--- config.mk ---
export PLATFORM = sky130hd
export DESIGN_NAME = jpeg_byte_unstuffer
export DESIGN_NICKNAME = d
export VERILOG_FILES = /design/src/rtl/jpeg_byte_unstuffer_pkg.sv /design/src/rtl/jpeg_byte_unstuffer.sv
export SDC_FILE = /design/constraint.sdc
export NUM_CORES = 1
export LEC_CHECK = 0
export ABC_CLOCK_PERIOD_IN_PS = 2570
export CORE_ASPECT_RATIO = 0.6
export CORE_MARGIN = 8
export CORE_UTILIZATION = 46
export CTS_CLUSTER_DIAMETER = 200
export DETAILED_ROUTE_END_ITERATION = 12
export PLACE_DENSITY = 0.85
export SLEW_MARGIN = 25
export SYNTH_ARGS = -nofsm -noshare
export SYNTH_HDL_FRONTEND = slang
export SYNTH_SLANG_ARGS = --single-unit
--- constraint.sdc ---
create_clock -name CLK -period 2.57 [get_ports CLK]
set_clock_uncertainty 0.05 [all_clocks]
set_input_delay 0.771 -clock CLK [delete_from_list [all_inputs] [get_ports CLK]]
set_output_delay 0.771 -clock CLK [all_outputs]
set_load 0.01 [all_outputs]
--- src/rtl/jpeg_byte_unstuffer_pkg.sv ---
// Shared constants and state encoding for the JPEG entropy-stream front end.
package jpeg_pkg;

    // Byte values with special meaning inside entropy-coded data
    localparam logic [7:0] JPEG_FF    = 8'hFF;
    localparam logic [7:0] JPEG_STUFF = 8'h00;

    // Marker codes of interest to downstream consumers
    localparam logic [7:0] M_SOI  = 8'hD8;
    localparam logic [7:0] M_EOI  = 8'hD9;
    localparam logic [7:0] M_RST0 = 8'hD0;

    // Unstuffer FSM: NORM passes bytes, FF_SEEN holds a pending 0xFF
    typedef enum logic {
        NORM,
        FF_SEEN
    } state_t;

endpackage

--- src/rtl/jpeg_byte_unstuffer.sv ---
// Removes 0xFF/0x00 stuffing and 0xFF fill bytes from a JPEG scan stream,
// reports markers on an acknowledged side channel, and counts stuffing bytes.
module jpeg_byte_unstuffer
    import jpeg_pkg::*;
#(
    parameter int unsigned CNT_W = 16
) (
    input  logic             CLK,
    input  logic             RST,
    input  logic [7:0]       IN_DATA,
    input  logic             IN_VALID,
    output logic             IN_READY,
    output logic [7:0]       OUT_DATA,
    output logic             OUT_VALID,
    input  logic             OUT_READY,
    output logic             MARKER_VALID,
    output logic [7:0]       MARKER_CODE,
    input  logic             MARKER_ACK,
    output logic [CNT_W-1:0] STUFF_CNT
);

    state_t           state_q, state_d;
    logic [7:0]       out_data_q, out_data_d;
    logic             out_valid_q, out_valid_d;
    logic             marker_valid_q, marker_valid_d;
    logic [7:0]       marker_code_q, marker_code_d;
    logic [CNT_W-1:0] stuff_cnt_q, stuff_cnt_d;
    logic             in_ready;
    logic             accept;

    // Input is taken only when the output slot is free or draining and no
    // marker is outstanding; this keeps data bytes ahead of any marker.
    always_comb begin
        in_ready = !RST && (!out_valid_q || OUT_READY) && !marker_valid_q;
        accept   = IN_VALID && in_ready;
    end

    // Next-state and next-output decode for the unstuffing FSM
    always_comb begin
        state_d        = state_q;
        out_data_d     = out_data_q;
        out_valid_d    = out_valid_q && !OUT_READY;
        marker_valid_d = marker_valid_q && !MARKER_ACK;
        marker_code_d  = marker_code_q;
        stuff_cnt_d    = stuff_cnt_q;

        if (accept) begin
            unique case (state_q)
                NORM: begin
                    if (IN_DATA == JPEG_FF) begin
                        state_d = FF_SEEN;
                    end else begin
                        out_data_d  = IN_DATA;
                        out_valid_d = 1'b1;
                    end
                end
                FF_SEEN: begin
                    if (IN_DATA == JPEG_STUFF) begin
                        out_data_d  = JPEG_FF;
                        out_valid_d = 1'b1;
                        state_d     = NORM;
                        if (stuff_cnt_q != '1) begin
                            stuff_cnt_d = stuff_cnt_q + 1'b1;
                        end
                    end else if (IN_DATA == JPEG_FF) begin
                        // Fill byte: keep waiting for the byte after the run
                        state_d = FF_SEEN;
                    end else begin
                        marker_valid_d = 1'b1;
                        marker_code_d  = IN_DATA;
                        state_d        = NORM;
                    end
                end
                default: state_d = NORM;
            endcase
        end
    end

    // State, output register, marker channel and counter storage
    always_ff @(posedge CLK or posedge RST) begin
        if (RST) begin
            state_q        <= NORM;
            out_data_q     <= '0;
            out_valid_q    <= 1'b0;
            marker_valid_q <= 1'b0;
            marker_code_q  <= '0;
            stuff_cnt_q    <= '0;
        end else begin
            state_q        <= state_d;
            out_data_q     <= out_data_d;
            out_valid_q    <= out_valid_d;
            marker_valid_q <= marker_valid_d;
            marker_code_q  <= marker_code_d;
            stuff_cnt_q    <= stuff_cnt_d;
        end
    end

    assign IN_READY     = in_ready;
    assign OUT_DATA     = out_data_q;
    assign OUT_VALID    = out_valid_q;
    assign MARKER_VALID = marker_valid_q;
    assign MARKER_CODE  = marker_code_q;
    assign STUFF_CNT    = stuff_cnt_q;

endmodule

; ---- Word-level counts from Yosys, hierarchy flattened
; Cells that the tools add are included.
[word_totals]
input_bits = 13
register_bits = 35
output_inout_bits = 35
elab_cells = 43
[op_classes]
n_eq_ne = 4
n_reduce_logical = 15
add_sub_neg = 1
n_mux = 14
n_bitwise = 3
[op_table]
columns = operator, n
row1 = $add A16 B1 Y16 const B, 1
row2 = $mux W8, 2
row3 = $ne A16 B16 Y1 const B, 1
row4 = $pmux W8 S2, 1
row5 = $mux W1, 9
row6 = $eq A8 B8 Y1 const B, 1
row7 = $logic_not A8 Y1, 1
row8 = $reduce_and A4 Y1, 2
row9 = $logic_and A1 B1 Y1, 5
row10 = $logic_not A1 Y1, 5
row11 = $pmux W1 S2, 2
row12 = $not A1 Y1, 3
row13 = $reduce_and A3 Y1, 1
row14 = $ne A2 B1 Y1 const B, 1
row15 = $ne A2 B2 Y1 const B, 1
row16 = $logic_or A1 B1 Y1, 1

; ---- Longest topological paths before layout
; Gate-level depths: netlist (run 1).
[logic_depth]
depth_word = 6
depth_mapped = 7
ltp_nobuf = 5

; ---- Worst setup path before layout (run 1)
; Ideal clock, no wire load.
[synth_path]
path_type = input -> register
start = input port RST
end = register stuff_cnt_q[9] (netlist: STUFF_CNT[9])
t_arrival_ns = 2.077
required_time_ns = 2.393
n_path_buf = 2
stages = 6
setup_slack_ns = 0.316
setup_ns = 0.127
cell_sequence = or4b_4 > buf_6 > a211oi_4 > buf_6 > nand4_1 > xnor2_1
[synth_between]
elab_chain_cells = 5
[synth_lines]
columns = item, line
row1 = "start, declared", jpeg_byte_unstuffer.sv:9  ; input logic RST,
row2 = $logic_not A1 Y1 (no line), -
row3 = $logic_and A1 B1 Y1 (2 in series), jpeg_byte_unstuffer.sv:34  ; in_ready = !RST && (!out_valid_q || OUT_READY) && !marker_valid_q;
row4 = $logic_and A1 B1 Y1, jpeg_byte_unstuffer.sv:35  ; accept = IN_VALID && in_ready;
row5 = $reduce_and A4 Y1 (no line), -
row6 = "end signal, assigned", jpeg_byte_unstuffer.sv:94  ; stuff_cnt_q <= stuff_cnt_d;
row7 = "end, declared", jpeg_byte_unstuffer.sv:27  ; logic [CNT_W-1:0] stuff_cnt_q, stuff_cnt_d;
; Every way passes these cells.
; A chain may end at the register's enable or synchronous reset.

; ---- Worst setup path after layout (run 1)
[layout_path]
start = input port IN_DATA[7]
end = register out_data_q[5] (netlist: OUT_DATA[5])
[layout_between]
elab_chain_cells = 3
elab_cells_between_ends = 5
classes_between = eq/ne (3) / reduce/logical (2)
[layout_lines]
columns = item, line
row1 = "start, declared", jpeg_byte_unstuffer.sv:10  ; input logic [7:0] IN_DATA,
row2 = $eq A8 B8 Y1 or $logic_not A8 Y1 (tied branches), "jpeg_byte_unstuffer.sv:50, jpeg_byte_unstuffer.sv:58"
row3 = $ne A2 B2 Y1 (no line) or $ne A2 B1 Y1 (tied branches), -
row4 = $reduce_and A3 Y1 (no line) (*), -
row5 = "end signal, assigned", jpeg_byte_unstuffer.sv:90  ; out_data_q <= out_data_d;
row6 = "end, declared", jpeg_byte_unstuffer.sv:23  ; logic [7:0] out_data_q, out_data_d;
; Every way passes the cells marked *; elsewhere a longest branch is shown, timed or not.

==> flow_metrics.py, run 1 <==
metrics = {
    "worst_setup_path": {
        "reg2reg_from": "OUT_VALID",
        "critical_path.cell_chain": "clkdlybuf4s50_1, nor4_1, and2_1, and4_1, buf_12, nor2_1, o21ai_0",
        "slowest_stage": "clkdlybuf4s50_1",
        "worst_path_largest_cell_delay_ns": 0.44,
        "endpoint_kind": "register",
        "crit_type": "in -> reg",
        "critPathRequiredTime_ns": 2.72,
        "worstSetupStartpoint": "IN_DATA[7]",
        "crit_family": "simple AND/OR/NAND/NOR gates",
        "cp-start-kind": "input pin",
        "cp_max_fo": 8,
        "cp_num_buf_inv": 2,
        "critPathArrivalTime_ns": 2.68,
    },
    "power": {
        "switchingPower_mw": 0.287,
        "p_int_mw": 0.893,
        "p_comb_share_pct": 15.8,
        "p_leak_nw": 1.10,
        "pwr-share-seq_pct": 50.4,
        "sw_frac_of_total_pct": 24.3,
        "irDropWorstVdd_mv": 0.297,
        "p_clk_share_pct": 33.8,
        "power.density_mw_per_mm2": 491,
    },
    "place": {
        "dpl_worst_slack_ns": -0.393,
        "dp_cells": 247,
        "place.gp.congestion": 0.781,
        "io_buffers": 47,
        "dp_hpwl_um": 3330,
    },
    "global_route": {
        "grt_use_met1_pct": 18.9,
        "grt_usage_pct": 17.4,
        "grt_start_max_net_pins": 36,
        "grt_pass1_wl_um": 7470,
        "top_usage_layer": "met2",
        "use_met3_pct": 6.08,
        "grt_pass1_vias": 1473,
        "met2_usage_pct": 29.9,
        "grt_antenna_before_repair": 0,
        "overflow": 0,
    },
    "logic_synthesis": {
        "synth_nets": 154,
        "synth_top_cells_by_area": "dfrtp_1 55%, xnor2_1 6.0%, mux2_2 5.7%",
        "ys_warn_count": 0,
        "seq_area_frac_synth_pct": 54.9,
        "ys_ff_latch": 35,
        "synth.top_cell.area_share_pct": 54.9,
        "synth_top_area_cell": "dfrtp_1",
        "syn_avg_cell_area_um2": 11.4,
        "ys_types": 32,
        "synth_area_mm2": 0.00159,
        "syn_inst": 140,
    },
    "sta": {
        "min_period_over_period_pct": 98.5,
        "hold_ws_ns": 0.452,
        "slew_headroom_pct": 71.3,
        "report.final.slew_viol_count": 0,
        "setup_violations": 0,
        "period_needed_ns": 2.53,
        "hold_viol": 0,
        "worst_pin_slew_ns": 0.428,
        "fmax_ghz": 0.395,
        "setup_ws_ns": 0.0390,
    },
    "drt": {
        "drc": 0,
        "ant_nets": 0,
        "wl_per_cell_um": 18.3,
        "dr.pass1.iters": 4,
        "wirelength_um": 4710,
        "via_count": 1400,
        "drt-initial-drc-count": 110,
        "viasPerCell": 5.45,
    },
    "cts": {
        "cts_buffers": 5,
        "clk_latency_ns": 0.28,
        "tritoncts": "done",
        "clockBufferDepth": 2,
        "cts.clk_slew.worst_paths_ns": 0.07,
        "root_buffer": "clkbuf_8",
        "postCtsHoldBufs": 0,
        "cts_sinks": 35,
        "cts_max_level": 2,
    },
    "final_layout": {
        "final_nets": 226,
        "areaGrowthSynthToFinish_pct": 50.7,
        "antennaDiodeCount": 0,
        "stdcell_count": 257,
        "drive_gt1_share_pct": 23.1,
    },
    "floorplanning": {
        "initial_core_util_pct": 48.6,
        "fp-row-count": 16,
        "die_area_mm2": 0.00567,
        "core_area_mm2": 0.00328,
        "die_y_um": 61.6,
        "io_pins": 48,
        "die_w_um": 92.0,
    },
    "worst_hold_path": {
        "hp-start": "STUFF_CNT[11]",
        "hp-class": "reg -> reg",
    },
    "flow_run": {
        "maxCapViolCount": 0,
    },
    "status": {
        "outcome": "completed",
    },
}
[worst paths after layout]
| path | to | slack [ns] | cells past startpoint |
|---|---|---|---|
| min in group asynchronous | MARKER_CODE[5] | 1.01 | 4 |
| max in group asynchronous | OUT_DATA[7] | 1.15 | 4 |
| setup reg to reg | STUFF_CNT[15] | 0.43 | 7 |
| setup / recovery | OUT_DATA[5] | 0.04 | 7 |
| hold / removal | STUFF_CNT[11] | 0.45 | 1 |
| hold reg to reg | STUFF_CNT[11] | 0.45 | 1 |
[metal layers]
layer  routed length, µm  share of wire, %  up-vias
li1                    -                 -      641
met1                1910                41      689
met2                2370                50       55
met3                 309               6.6       15
met4                 123               2.6        0
met5                   0                 0        -
[cells in the final DEF, fill, tap and decap left out, types with 3 or more instances in the layout]
cell type | netlist | final
nor2_1 | 12 | 12
dfrtp_1 | 35 | 35
clkdlybuf4s50_1 | 0 | 45
and4_1 | 3 | 3
and3_1 | 4 | 4
nand4_1 | 11 | 11
nand2_1 | 8 | 8
o21ai_0 | 8 | 8
clkbuf_8 | 0 | 6
xnor2_1 | 11 | 11
buf_4 | 0 | 20
nand3_1 | 4 | 4
mux2_2 | 8 | 8
inv_1 | 3 | 3
xor2_1 | 3 | 3
nor3_1 | 6 | 5
[kinds of logic (layout without fill, tap and decap cells)]
logic type / after synthesis / in the layout / synth area share [%]
and+or+nand+nor: 60 / 60 / 21.7
AOI/OAI and AO/OA: 12 / 12 / 5.34
adders and majority gates: 1 / 1 / 0.785
muxes: 9 / 9 / 6.36
xor gates and xnor gates: 14 / 14 / 7.69
DFF: 35 / 35 / 54.9
buffers and inverters: 9 / 81 / 3.22
[what timing repair did]
item / in CTS / in global routing
setup buffers: 2 / 0
pin swaps: 3 / 0
endpoints found under the setup margin: 20 / 8
cloned: 1 / 0
gates resized for setup: 8 / 4
[per-stage QoR]
step	instance area, µm²	TNS [ns]	util [%]	total power, mW
6_report	2400	0	73.2	1.18
4_1_cts	2380	0	72.5	1.18
5_1_grt	2400	-0.397	73.2	1.23
3_5_place_dp	2250	-9.34	68.6	0.786
3_3_place_gp	2250	-7.64	68.6	0.777
2_1_floorplan	1590	0	-	0.664
[state kept, by name, summed over array words and instances, names as in the netlist]
| signal | cells |
|---|---|
| MARKER_CODE | 8 |
| MARKER_VALID | 1 |
| OUT_DATA | 8 |
| OUT_VALID | 1 |
| STUFF_CNT | 16 |
| state_q | 1 |
[synth_stat cells]
cell	n
nor2b_4	1
and4_1	3
a41oi_1	1
a32o_1	1
nor4_1	2
a31oi_1	1
a211oi_4	1
nor2b_1	1
mux2_1	1
xor2_1	3
inv_1	3
ha_1	1
nor2_2	1
or4b_4	1
nor3_1	6
mux2_2	8
clkbuf_1	2
nand3_1	4
buf_2	2
dfrtp_1	35
or3_1	1
nor2_1	12
nor3_2	1
nor3b_1	1
nand3b_2	1
nand4_1	11
and3_1	4
and2_1	2
o21ai_0	8
xnor2_1	11
nand2_1	8
buf_6	2
[worst register-to-register path, delay by kind of cell, from the launching register on]
family | cells | cell delay, ns
DFF | 1 | 0.40
buffers and inverters | 2 | 0.35
xor gates and xnor gates | 1 | 0.15
AOI/OAI and AO/OA | 1 | 0.23
and+or+nand+nor | 3 | 0.84
[power groups by stage]
| stage | logic (mW) | registers [mW] | clock network (mW) |
|---|---|---|---|
| 6_report | 0.187 | 0.595 | 0.398 |
| 5_1_grt | 0.201 | 0.598 | 0.430 |
| 4_1_cts | 0.185 | 0.595 | 0.396 |
| 3_5_place_dp | 0.181 | 0.604 | 0 |
| 3_3_place_gp | 0.175 | 0.603 | 0 |
| 2_1_floorplan | 0.0489 | 0.616 | 0 |
[cell type report]
cell class,instances,area [µm²]
fillers,209,881
flip-flops and latches,35,876
multi-input cells,96,703
repair buffers,71,668
clock buffers,6,82.6
well taps,45,56.3
inverters,3,11.3
clock inverters,1,5.00
(Power assumes the default switching activity.)
==> inputs of run 2 (changes only) <==
ABC_CLOCK_PERIOD_IN_PS = 2850   (was 2570)
CORE_UTILIZATION = 42   (was 46)
PLACE_DENSITY = 0.79   (was 0.85)
clock period = 2.85 ns   (was 2.57 ns; I/O delays follow)
==> run 2 against run 1 <==
Worst hold slack worse by 0.012 ns. Cell count down 1.6%. Count of clock-buffer cells in the layout down 1. Combinational power down 18%. Core utilization down 10 points. Critical path depth unchanged. Clock power down 16%. First-iteration DRC count down 68%. Total power down 13%. Sequential power down 9.9%. Critical endpoint is now MARKER_CODE[6]. Largest power group unchanged.
==> flow_metrics.py, run 2 (synthesis gave the netlist of run 1 again) <==
metrics = {
    "floorplanning": {
        "core_area_mm2": 0.00366,
        "die_w_um": 95.5,
        "io_pins": 48,
        "initial_core_util_pct": 43.6,
        "fp-row-count": 17,
        "die_y_um": 63.7,
        "die_area_mm2": 0.00609,
    },
    "global_route": {
        "use_met3_pct": 4.85,
        "grt_pass1_wl_um": 7020,
        "top_usage_layer": "met2",
        "overflow": 0,
        "grt_antenna_before_repair": 0,
        "met2_usage_pct": 22.1,
        "grt_use_met1_pct": 18.7,
        "grt_pass1_vias": 1367,
        "grt_start_max_net_pins": 36,
        "grt_usage_pct": 14.7,
    },
    "cts": {
        "postCtsHoldBufs": 0,
        "clk_latency_ns": 0.28,
        "cts_sinks": 35,
        "clockBufferDepth": 2,
        "tritoncts": "done",
        "cts_max_level": 2,
        "root_buffer": "clkbuf_8",
        "cts.clk_slew.worst_paths_ns": 0.07,
        "cts_buffers": 5,
    },
    "drt": {
        "drc": 0,
        "drt-initial-drc-count": 35,
        "dr.pass1.iters": 4,
        "wirelength_um": 4110,
        "via_count": 1284,
        "viasPerCell": 5.08,
        "wl_per_cell_um": 16.2,
        "ant_nets": 0,
    },
    "worst_setup_path": {
        "worst_path_largest_cell_delay_ns": 0.53,
        "r2r_cells": 6,
        "crit_type": "in -> reg",
        "endpoint_kind": "register",
        "slowest_stage": "or4b_4",
        "cp-start-kind": "input pin",
        "critical_path.cell_chain": "clkdlybuf4s50_1, nor2b_4, buf_4, or4b_4, nor2_2, nand3b_2, mux2_1",
        "cp_max_fo": 9,
        "critPathArrivalTime_ns": 2.83,
        "critPathRequiredTime_ns": 2.96,
    },
    "worst_hold_path": {
        "hold_depth": 1,
        "hp-class": "reg -> reg",
    },
    "sta": {
        "period_needed_ns": 2.71,
        "slew_headroom_pct": 70.9,
        "rsz0062_at_grt": "no",
        "min_period_over_period_pct": 95.2,
        "hold_viol": 0,
        "worst_pin_slew_ns": 0.436,
        "setup_violations": 0,
        "tns_ns": 0,
        "report.final.slew_viol_count": 0,
        "fmax_ghz": 0.369,
    },
    "power": {
        "power.total_mw": 1.02,
        "power.density_mw_per_mm2": 445,
        "irDropWorstVdd_mv": 0.292,
        "p_leak_nw": 1.03,
    },
    "place": {
        "place.gp.congestion": 0.850,
        "dp_hpwl_um": 3210,
        "io_buffers": 47,
    },
    "final_layout": {
        "antennaDiodeCount": 0,
        "final_nets": 219,
        "utilization_pct": 62.9,
        "drive_gt1_share_pct": 19.4,
        "largest_reg_flops": 16,
        "layout_commonest_cell": "clkdlybuf4s50_1",
        "layout_common_cells": "46 x clkdlybuf4s50_1, 35 x dfrtp_1, 16 x buf_4",
        "areaGrowthSynthToFinish_pct": 44.4,
        "fillers": 308,
    },
    "status": {
        "outcome": "completed",
    },
    "flow_run": {
        "maxCapViolCount": 0,
    },
}
[run 2: stage by stage]
| step | setup slack [ns] | hold WS [ns] | instance area [µm²] | instances |
|---|---|---|---|---|
| 4_1_cts | 0.0375 | 0.448 | 2310 | 253 |
| 5_1_grt | 0.0394 | 0.464 | 2300 | 253 |
| 3_5_place_dp | -0.242 | 0.439 | 2220 | 245 |
| 6_report | 0.137 | 0.440 | 2300 | 253 |
| 3_3_place_gp | -0.225 | 0.432 | 2220 | 245 |
| 2_1_floorplan | 0.512 | 0.469 | 1590 | 140 |
[run 2: critical path: cells and delay by family]
family | cells | cell delay [ns]
and+or+nand+nor | 4 | 0.96
muxes | 1 | 0.37
buffers and inverters | 2 | 0.64
[run 2: worst paths after layout]
path	startpoint	endpoint	slack, ns
hold / removal	STUFF_CNT[5]	STUFF_CNT[5]	0.44
max in group asynchronous	RST	OUT_DATA[5]	1.36
min in group asynchronous	RST	STUFF_CNT[9]	1.08
hold reg to reg	STUFF_CNT[5]	STUFF_CNT[5]	0.44
setup / recovery	OUT_READY	MARKER_CODE[6]	0.14
setup reg to reg	OUT_VALID	MARKER_CODE[6]	0.75
[run 2: final cells by class]
type,instances,area [µm²],area share (%)
Multi-Input combinational cell,96,667,29.0
Inverter,3,11.3,0.489
Sequential cell,35,876,38.0
Timing Repair Buffer,64,606,26.3
Tap cell,47,58.8,2.55
Clock inverter,3,15.0,0.652
Clock buffer,5,68.8,2.99
[run 2: repair_timing]
| item | CTS | global route |
|---|---|---|
| setup buffers | 0 | 0 |
| cloned | 0 | 0 |
| setup endpoints to repair | 1 | 1 |
| gates resized for setup | 1 | 3 |
| endpoints found under the hold margin | 0 | 0 |
[run 2: per-layer routing]
| metal | up-vias | wire [µm] | share of wire [%] |
|---|---|---|---|
| li1 | 625 | - | - |
| met1 | 614 | 1920 | 47 |
| met2 | 40 | 1830 | 44 |
| met3 | 5 | 296 | 7.2 |
| met4 | 0 | 64 | 1.6 |
| met5 | - | 0 | 0 |
[run 2: where the power goes]
group	total, mW	switching [mW]	internal (mW)
Clock	0.335	0.168	0.167
Combinational	0.154	0.0650	0.0888
Sequential	0.536	0.0147	0.522
==> inputs of run 3 (changes only) <==
CTS_CLUSTER_DIAMETER = unset   (was 200)
==> results of run 3 <==
Same layout as run 2: the final DEF is identical, and so are final timing and power.
